**config.mk**
```make
export PLATFORM = sky130hd
export DESIGN_NAME = hilo_mdu
export DESIGN_NICKNAME = d
export VERILOG_FILES = /design/src/rtl/hilo_mdu_pkg.sv /design/src/rtl/hilo_mdu_div_core.sv /design/src/rtl/hilo_mdu.sv
export SDC_FILE = /design/constraint.sdc
export NUM_CORES = 2
export LEC_CHECK = 0
export CAP_MARGIN = 5
export CORE_MARGIN = 2
export CORE_UTILIZATION = 60
export CTS_BUF_LIST = sky130_fd_sc_hd__clkbuf_4 sky130_fd_sc_hd__clkbuf_8
export CTS_CLUSTER_SIZE = 8
export DETAILED_ROUTE_END_ITERATION = 8
export PLACE_DENSITY = 0.81
export SLEW_MARGIN = 20
export SYNTH_ARGS = -nofsm -noshare
export SYNTH_HDL_FRONTEND = slang
export SYNTH_SLANG_ARGS = --single-unit
```
**constraint.sdc**
```tcl
create_clock -name clk -period 7.9 [get_ports clk]
set_input_delay 1.58 -clock clk [delete_from_list [all_inputs] [get_ports clk]]
set_output_delay 1.58 -clock clk [all_outputs]
set_load 0.02 [all_outputs]
```
**src/rtl/hilo_mdu_pkg.sv**
```systemverilog
// Shared types for the HI/LO multiply/divide unit: op encodings, FSM states, result payload.
package hilo_mdu_pkg;

  localparam int unsigned XLEN     = 32;
  localparam int unsigned DIV_ITER = 32;

  typedef enum logic [1:0] {
    MDU_MULT  = 2'b00,
    MDU_MULTU = 2'b01,
    MDU_DIV   = 2'b10,
    MDU_DIVU  = 2'b11
  } mdu_op_e;

  typedef enum logic [1:0] {
    IDLE = 2'b00,
    MUL  = 2'b01,
    DIV  = 2'b10,
    DONE = 2'b11
  } mdu_state_e;

  typedef struct packed {
    logic [XLEN-1:0] hi;
    logic [XLEN-1:0] lo;
  } hilo_t;

  // Two's-complement negate when neg is set.
  function automatic logic [XLEN-1:0] cond_neg(input logic [XLEN-1:0] x, input logic neg);
    return neg ? (~x + XLEN'(1)) : x;
  endfunction

endpackage

```
**src/rtl/hilo_mdu_div_core.sv**
```systemverilog
// Iterative radix-2 restoring unsigned divider, one quotient bit per cycle.
// Only built when HILO_MDU_DIV_EN is defined.
`ifdef HILO_MDU_DIV_EN
module hilo_mdu_div_core
  import hilo_mdu_pkg::*;
(
  input  logic            clk,
  input  logic            rst,
  input  logic            start,
  input  logic            abort,
  input  logic [XLEN-1:0] dividend,
  input  logic [XLEN-1:0] divisor,
  output logic            done_c,
  output logic [XLEN-1:0] quo_c,
  output logic [XLEN-1:0] rem_c
);

  logic            active_q;
  logic [5:0]      cnt_q;
  logic [XLEN-1:0] rem_q;
  logic [XLEN-1:0] quo_q;
  logic [XLEN-1:0] dsr_q;
  logic [XLEN:0]   shift;
  logic [XLEN:0]   diff;
  logic            ge;

  // One restoring step; the final step's values feed the top directly on done_c.
  always_comb begin
    shift  = {rem_q, quo_q[XLEN-1]};
    diff   = shift - {1'b0, dsr_q};
    ge     = ~diff[XLEN];
    rem_c  = ge ? diff[XLEN-1:0] : shift[XLEN-1:0];
    quo_c  = {quo_q[XLEN-2:0], ge};
    done_c = active_q && (cnt_q == 6'(DIV_ITER - 1));
  end

  always_ff @(posedge clk or posedge rst) begin
    if (rst) begin
      active_q <= 1'b0;
      cnt_q    <= '0;
      rem_q    <= '0;
      quo_q    <= '0;
      dsr_q    <= '0;
    end else if (start) begin
      active_q <= 1'b1;
      cnt_q    <= '0;
      rem_q    <= '0;
      quo_q    <= dividend;
      dsr_q    <= divisor;
    end else if (abort) begin
      active_q <= 1'b0;
    end else if (active_q) begin
      rem_q <= rem_c;
      quo_q <= quo_c;
      cnt_q <= cnt_q + 6'd1;
      if (done_c) active_q <= 1'b0;
    end
  end

endmodule
`endif

```
**src/rtl/hilo_mdu.sv**
```systemverilog
// Multi-cycle MULT/MULTU/DIV/DIVU unit producing one HI/LO write pulse per operation.
// Divider present only when HILO_MDU_DIV_EN is defined; otherwise divides write zero.
module hilo_mdu
  import hilo_mdu_pkg::*;
#(
  parameter int unsigned WIDTH = 32
) (
  input  logic             clk,
  input  logic             rst,
  input  logic             op_valid_i,
  input  logic [1:0]       op_i,
  input  logic [WIDTH-1:0] src_a_i,
  input  logic [WIDTH-1:0] src_b_i,
  input  logic             flush_i,
  output logic             stall_o,
  output logic             busy_o,
  output logic             hi_we_o,
  output logic             lo_we_o,
  output logic [WIDTH-1:0] hi_o,
  output logic [WIDTH-1:0] lo_o
);

  mdu_state_e       state_q, state_d;
  mdu_op_e          op_q, req_op;
  logic [WIDTH-1:0] a_q, b_q;
  hilo_t            result_q, res_d;
  logic             accept, load_res;
  logic             mul_signed;
  logic [2*WIDTH-1:0] ext_a, ext_b, prod;

  assign req_op = mdu_op_e'(op_i);

  // Single 64x64 multiplier; sign-extending the operands yields the signed low 64 bits.
  always_comb begin
    mul_signed = (op_q == MDU_MULT);
    ext_a      = {{WIDTH{mul_signed & a_q[WIDTH-1]}}, a_q};
    ext_b      = {{WIDTH{mul_signed & b_q[WIDTH-1]}}, b_q};
    prod       = ext_a * ext_b;
  end

`ifdef HILO_MDU_DIV_EN
  logic             div_start, div_abort, div_done_c, req_signed, div_signed;
  logic [WIDTH-1:0] abs_a, abs_b, quo_c, rem_c;
  hilo_t            div_res;

  always_comb begin
    req_signed = (req_op == MDU_DIV);
    abs_a      = cond_neg(src_a_i, req_signed & src_a_i[WIDTH-1]);
    abs_b      = cond_neg(src_b_i, req_signed & src_b_i[WIDTH-1]);
    div_signed = (op_q == MDU_DIV);
    div_res.lo = cond_neg(quo_c, div_signed & (a_q[WIDTH-1] ^ b_q[WIDTH-1]));
    div_res.hi = cond_neg(rem_c, div_signed & a_q[WIDTH-1]);
  end

  hilo_mdu_div_core u_div (
    .clk      (clk),
    .rst      (rst),
    .start    (div_start),
    .abort    (div_abort),
    .dividend (abs_a),
    .divisor  (abs_b),
    .done_c   (div_done_c),
    .quo_c    (quo_c),
    .rem_c    (rem_c)
  );
`endif

  // Next state, result capture and the combinational stall / write strobes.
  always_comb begin
    state_d  = state_q;
    accept   = 1'b0;
    load_res = 1'b0;
    res_d    = '0;
    stall_o  = 1'b0;
    hi_we_o  = 1'b0;
    lo_we_o  = 1'b0;
`ifdef HILO_MDU_DIV_EN
    div_start = 1'b0;
    div_abort = 1'b0;
`endif
    case (state_q)
      IDLE: begin
        if (op_valid_i && !flush_i) begin
          accept  = 1'b1;
          stall_o = 1'b1;
          case (req_op)
            MDU_MULT, MDU_MULTU: state_d = MUL;
            default: begin
`ifdef HILO_MDU_DIV_EN
              if (src_b_i == '0) begin
                state_d  = DONE;
                load_res = 1'b1;
                res_d    = '{hi: src_a_i, lo: '1};
              end else begin
                state_d   = DIV;
                div_start = 1'b1;
              end
`else
              state_d  = DONE;
              load_res = 1'b1;
`endif
            end
          endcase
        end
      end
      MUL: begin
        stall_o = 1'b1;
        if (flush_i) begin
          state_d = IDLE;
        end else begin
          state_d  = DONE;
          load_res = 1'b1;
          res_d    = hilo_t'(prod);
        end
      end
      DIV: begin
        stall_o = 1'b1;
`ifdef HILO_MDU_DIV_EN
        if (flush_i) begin
          state_d   = IDLE;
          div_abort = 1'b1;
        end else if (div_done_c) begin
          state_d  = DONE;
          load_res = 1'b1;
          res_d    = div_res;
        end
`else
        state_d = IDLE;
`endif
      end
      DONE: begin
        state_d = IDLE;
        hi_we_o = !flush_i;
        lo_we_o = !flush_i;
      end
    endcase
    if (rst) stall_o = 1'b0;
  end

  always_ff @(posedge clk or posedge rst) begin
    if (rst) begin
      state_q  <= IDLE;
      op_q     <= MDU_MULT;
      a_q      <= '0;
      b_q      <= '0;
      result_q <= '0;
    end else begin
      state_q <= state_d;
      if (accept) begin
        op_q <= req_op;
        a_q  <= src_a_i;
        b_q  <= src_b_i;
      end
      if (load_res) result_q <= res_d;
    end
  end

  assign busy_o = (state_q != IDLE);
  assign hi_o   = result_q.hi;
  assign lo_o   = result_q.lo;

endmodule

```
==> results.json <==
{
  "status": "finished, violations left",
  "violations": "setup timing",
  "vias_per_cell": 5.59,
  "wirelength_um": 117000,
  "fin_crit_ns": 7.95,
  "dieArea_sq_um": 74000,
  "tightest_slew_ns": 1.09,
  "synth_edf_count": 0,
  "hold_viol": 0,
  "synth_top_area_frac": 0.523,
  "required_ns": 8.37,
  "slew_headroom": 0.274,
  "place_inst": 5774,
  "cpMaxStageDelayCell": "fa_2",
  "die_width_um": 272,
  "maxCapViolCount": 0,
  "antenna_found_initial": 3,
  "ys_types": 78,
  "nNetsFinal": 6276,
  "critPathMaxStageDelay_ns": 0.64,
  "initial_utilization": 0.604,
  "fp.dieH_um": 272,
  "startpoint_type": "register",
  "grt_usage": 0.328,
  "ys_seq_elements": 132,
  "dp.final_hpwl_um": 97100,
  "timing.final.max_slew_violations": 0,
  "route.detailed.wl_per_inst_um": 20.1,
  "ys.flop_type": "dfrtp_1",
  "coreArea_sq_um": 71400,
  "path_clk_slew_ns": 0.13,
  "synthCells": 4675,
  "drc": 0,
  "seq_area_frac_synth": 0.0766,
  "rsz0062_at_grt": "true",
  "first_pass_iters": 6,
  "ios": 138,
  "critPathMaxFanout": 4,
  "setup_viol": 2,
  "fin_util": 0.681,
  "cts_sinks": 132,
  "fin_skew_ns": 0.0320,
  "ys_warn_count": 0,
  "cp_common_cell": "fa_1",
  "cts_max_path_buffers": 2,
  "end_kind": "register",
  "grt_max_degree": 86,
  "yosysTopAreaCell": "fa_1",
  "place_congestion": 0.942,
  "ant_nets": 0,
  "syn_nets": 6085,
  "cts_tree": "yes",
  "via_count": 32624,
  "drive_gt1_frac": 0.112,
  "gr-total-overflow": 0,
  "fmax_ghz": 0.126,
  "areaGrowthSynthToFinish_pct": 12.8,
  "finalWorstSetupSlack_ns": -0.0527,
  "htree_levels": 4,
  "grt_pass1_vias": 35878,
  "hold_path.class": "register to register",
  "arrival_ns": 8.42,
  "finalCritPeriodShare": 1.01,
  "grt_pass1_wl_um": 187000,
  "final_area_sq_um": 48600,
  "fin_cells": 5831,
  "rows": 98,
  "place_area_sq_um": 47400,
  "pre_cts_slack_ns": -0.121,
  "io_buffers": 137,
  "crit_type": "register to register",
  "synthArstFlopShare": 1.00,
  "root_buffer": "clkbuf_8",
  "ctsHoldBuffers": 0,
  "drt_iter0_drc": 2205,
  "netlist_area_sq_um": 43100,
  "clk_latency_ns": 0.56,
  "synth.avg_cell_area_sq_um": 9.22,
  "synthTopCellsByArea": "fa_1 52%, inv_1 11%, nand2_1 7.7%, dfrtp_1 7.7%, ha_1 6.2%",
  "numCtsBuffers": 17
}
routing by layer:
metal | share of wire | routed length (um) | GRT usage
met1 | 0.34 | 40000 | 0.379
met2 | 0.52 | 60900 | 0.577
met3 | 0.074 | 8660 | 0.0574
met4 | 0.067 | 7820 | 0.185
met5 | 0.00011 | 13 | 0
through the flow:
step	hold slack, ns	TNS [ns]
2_1_floorplan	0.480	0
3_3_place_gp	0.462	0
3_5_place_dp	0.470	-0.362
4_1_cts	0.490	0
5_1_grt	0.518	-2.09
6_report	0.484	-0.0529
worst max-delay path, delay by kind of cell (launching register included):
family / cells / cell delay [ns]
adder cells (fa/ha/maj): 9 / 4.57
AND/OR/NAND/NOR: 7 / 1.41
AO/OA/AOI/OAI: 3 / 0.49
buffers and inverters: 9 / 0.95
flip-flops: 1 / 0.44
flip-flops by register name (all words and copies together) (netlist names):
name	cells
a_q	32
b_q	32
hi_o	32
lo_o	32
op_q	2
state_q	2
layout by cell type, fill, tap and decap left out, types with 5 or more instances in the layout:
cell	n
buf_6	10
a21oi_1	51
and3_1	18
o21ai_1	11
fa_2	12
xnor2_1	44
buf_4	243
or2_2	10
o211ai_1	8
nor2_1	57
nand2_2	5
o21bai_1	13
mux2_2	66
inv_2	12
clkbuf_8	17
inv_1	1196
nand3_1	15
a21o_1	24
ha_1	198
dfrtp_1	122
buf_12	57
o21ai_2	6
a211oi_1	5
o21a_1	6
o21ai_0	72
xor2_1	28
a22o_1	7
ha_2	5
nor3_1	7
clkdlybuf4s50_1	137
nand2_1	882
a21oi_2	15
ha_4	12
inv_6	6
fa_1	1113
nor2b_1	9
and2_1	250
nand4_1	17
dfrtp_2	10
cell type report:
| cell class | instances | area [sq um] |
|---|---|---|
| Clock inverter | 15 | 165 |
| Timing Repair Buffer | 449 | 4490 |
| Clock buffer | 17 | 234 |
| Antenna cell | 2 | 5.00 |
| Multi-Input combinational cell | 3055 | 34600 |
| Tap cell | 950 | 1190 |
| Fill cell | 5181 | 22800 |
| Inverter | 1211 | 4560 |
| Sequential cell | 132 | 3320 |
path summary, 6_finish.rpt:
| check | cells after the start | from | to | slack [ns] |
|---|---|---|---|---|
| worst max-delay path | 28 | op_q[0]$_DFFE_PP0P_ | hi_o[29]$_DFFE_PP0P_ | -0.05 |
| worst min-delay path | 2 | hi_o[19]$_DFFE_PP0P_ | hi_o[19]$_DFFE_PP0P_ | 0.48 |
| worst max register to register | 28 | op_q[0]$_DFFE_PP0P_ | hi_o[29]$_DFFE_PP0P_ | -0.05 |
| worst min register to register | 2 | hi_o[19]$_DFFE_PP0P_ | hi_o[19]$_DFFE_PP0P_ | 0.48 |
| max in group asynchronous | 3 | rst | a_q[2]$_DFFE_PP0P_ | 5.09 |
| min in group asynchronous | 2 | rst | a_q[6]$_DFFE_PP0P_ | 1.63 |
timing repair:
item	in CTS	in global routing
endpoints found under the setup margin	9	26
pin swaps	4	86
buffers inserted	3	19
resized for setup	13	124
hold endpoints to repair	0	0
cloned	0	1
synthesized netlist by cell type, types with 2 or more instances:
library cell     n
xnor2_1         45
ha_1           215
clkbuf_1       258
o21ai_1          7
dfrtp_1        132
nor2b_1         10
o211ai_1         8
mux2_2          66
nand4_1         17
a21o_2           2
clkbuf_2         2
o21ai_0         82
fa_1          1125
buf_4            4
nand3_1         16
or2_2           10
and3_1          21
and4_2           2
a32o_1           3
buf_2            9
a31oi_1          6
or3_1            4
nand2b_1         4
nand2_1        889
and2_1         252
a22o_1           7
a2111oi_0        2
a21oi_1         67
clkbuf_8         2
a21o_1          24
o21a_1           6
nor3_1           8
o21bai_1        13
nor4_1           3
xor2_1          28
a211oi_1         8
a32oi_1          3
inv_1         1211
o31ai_1          2
and4_1           2
a21oi_2          2
a221oi_1         2
nor2_1          61
kinds of logic after synthesis:
group	after synthesis	share of synthesized area
multiplexers	67	0.0175
buffers and inverters	1488	0.131
flip-flops	132	0.0766
AO/OA/AOI/OAI	266	0.0400
AND/OR/NAND/NOR	1309	0.135
adder cells (fa/ha/maj)	1340	0.585
XOR/XNOR	73	0.0148
Power is not shown: default switching activity piles up to over one toggle a cycle in this logic, so the estimate is an artifact.
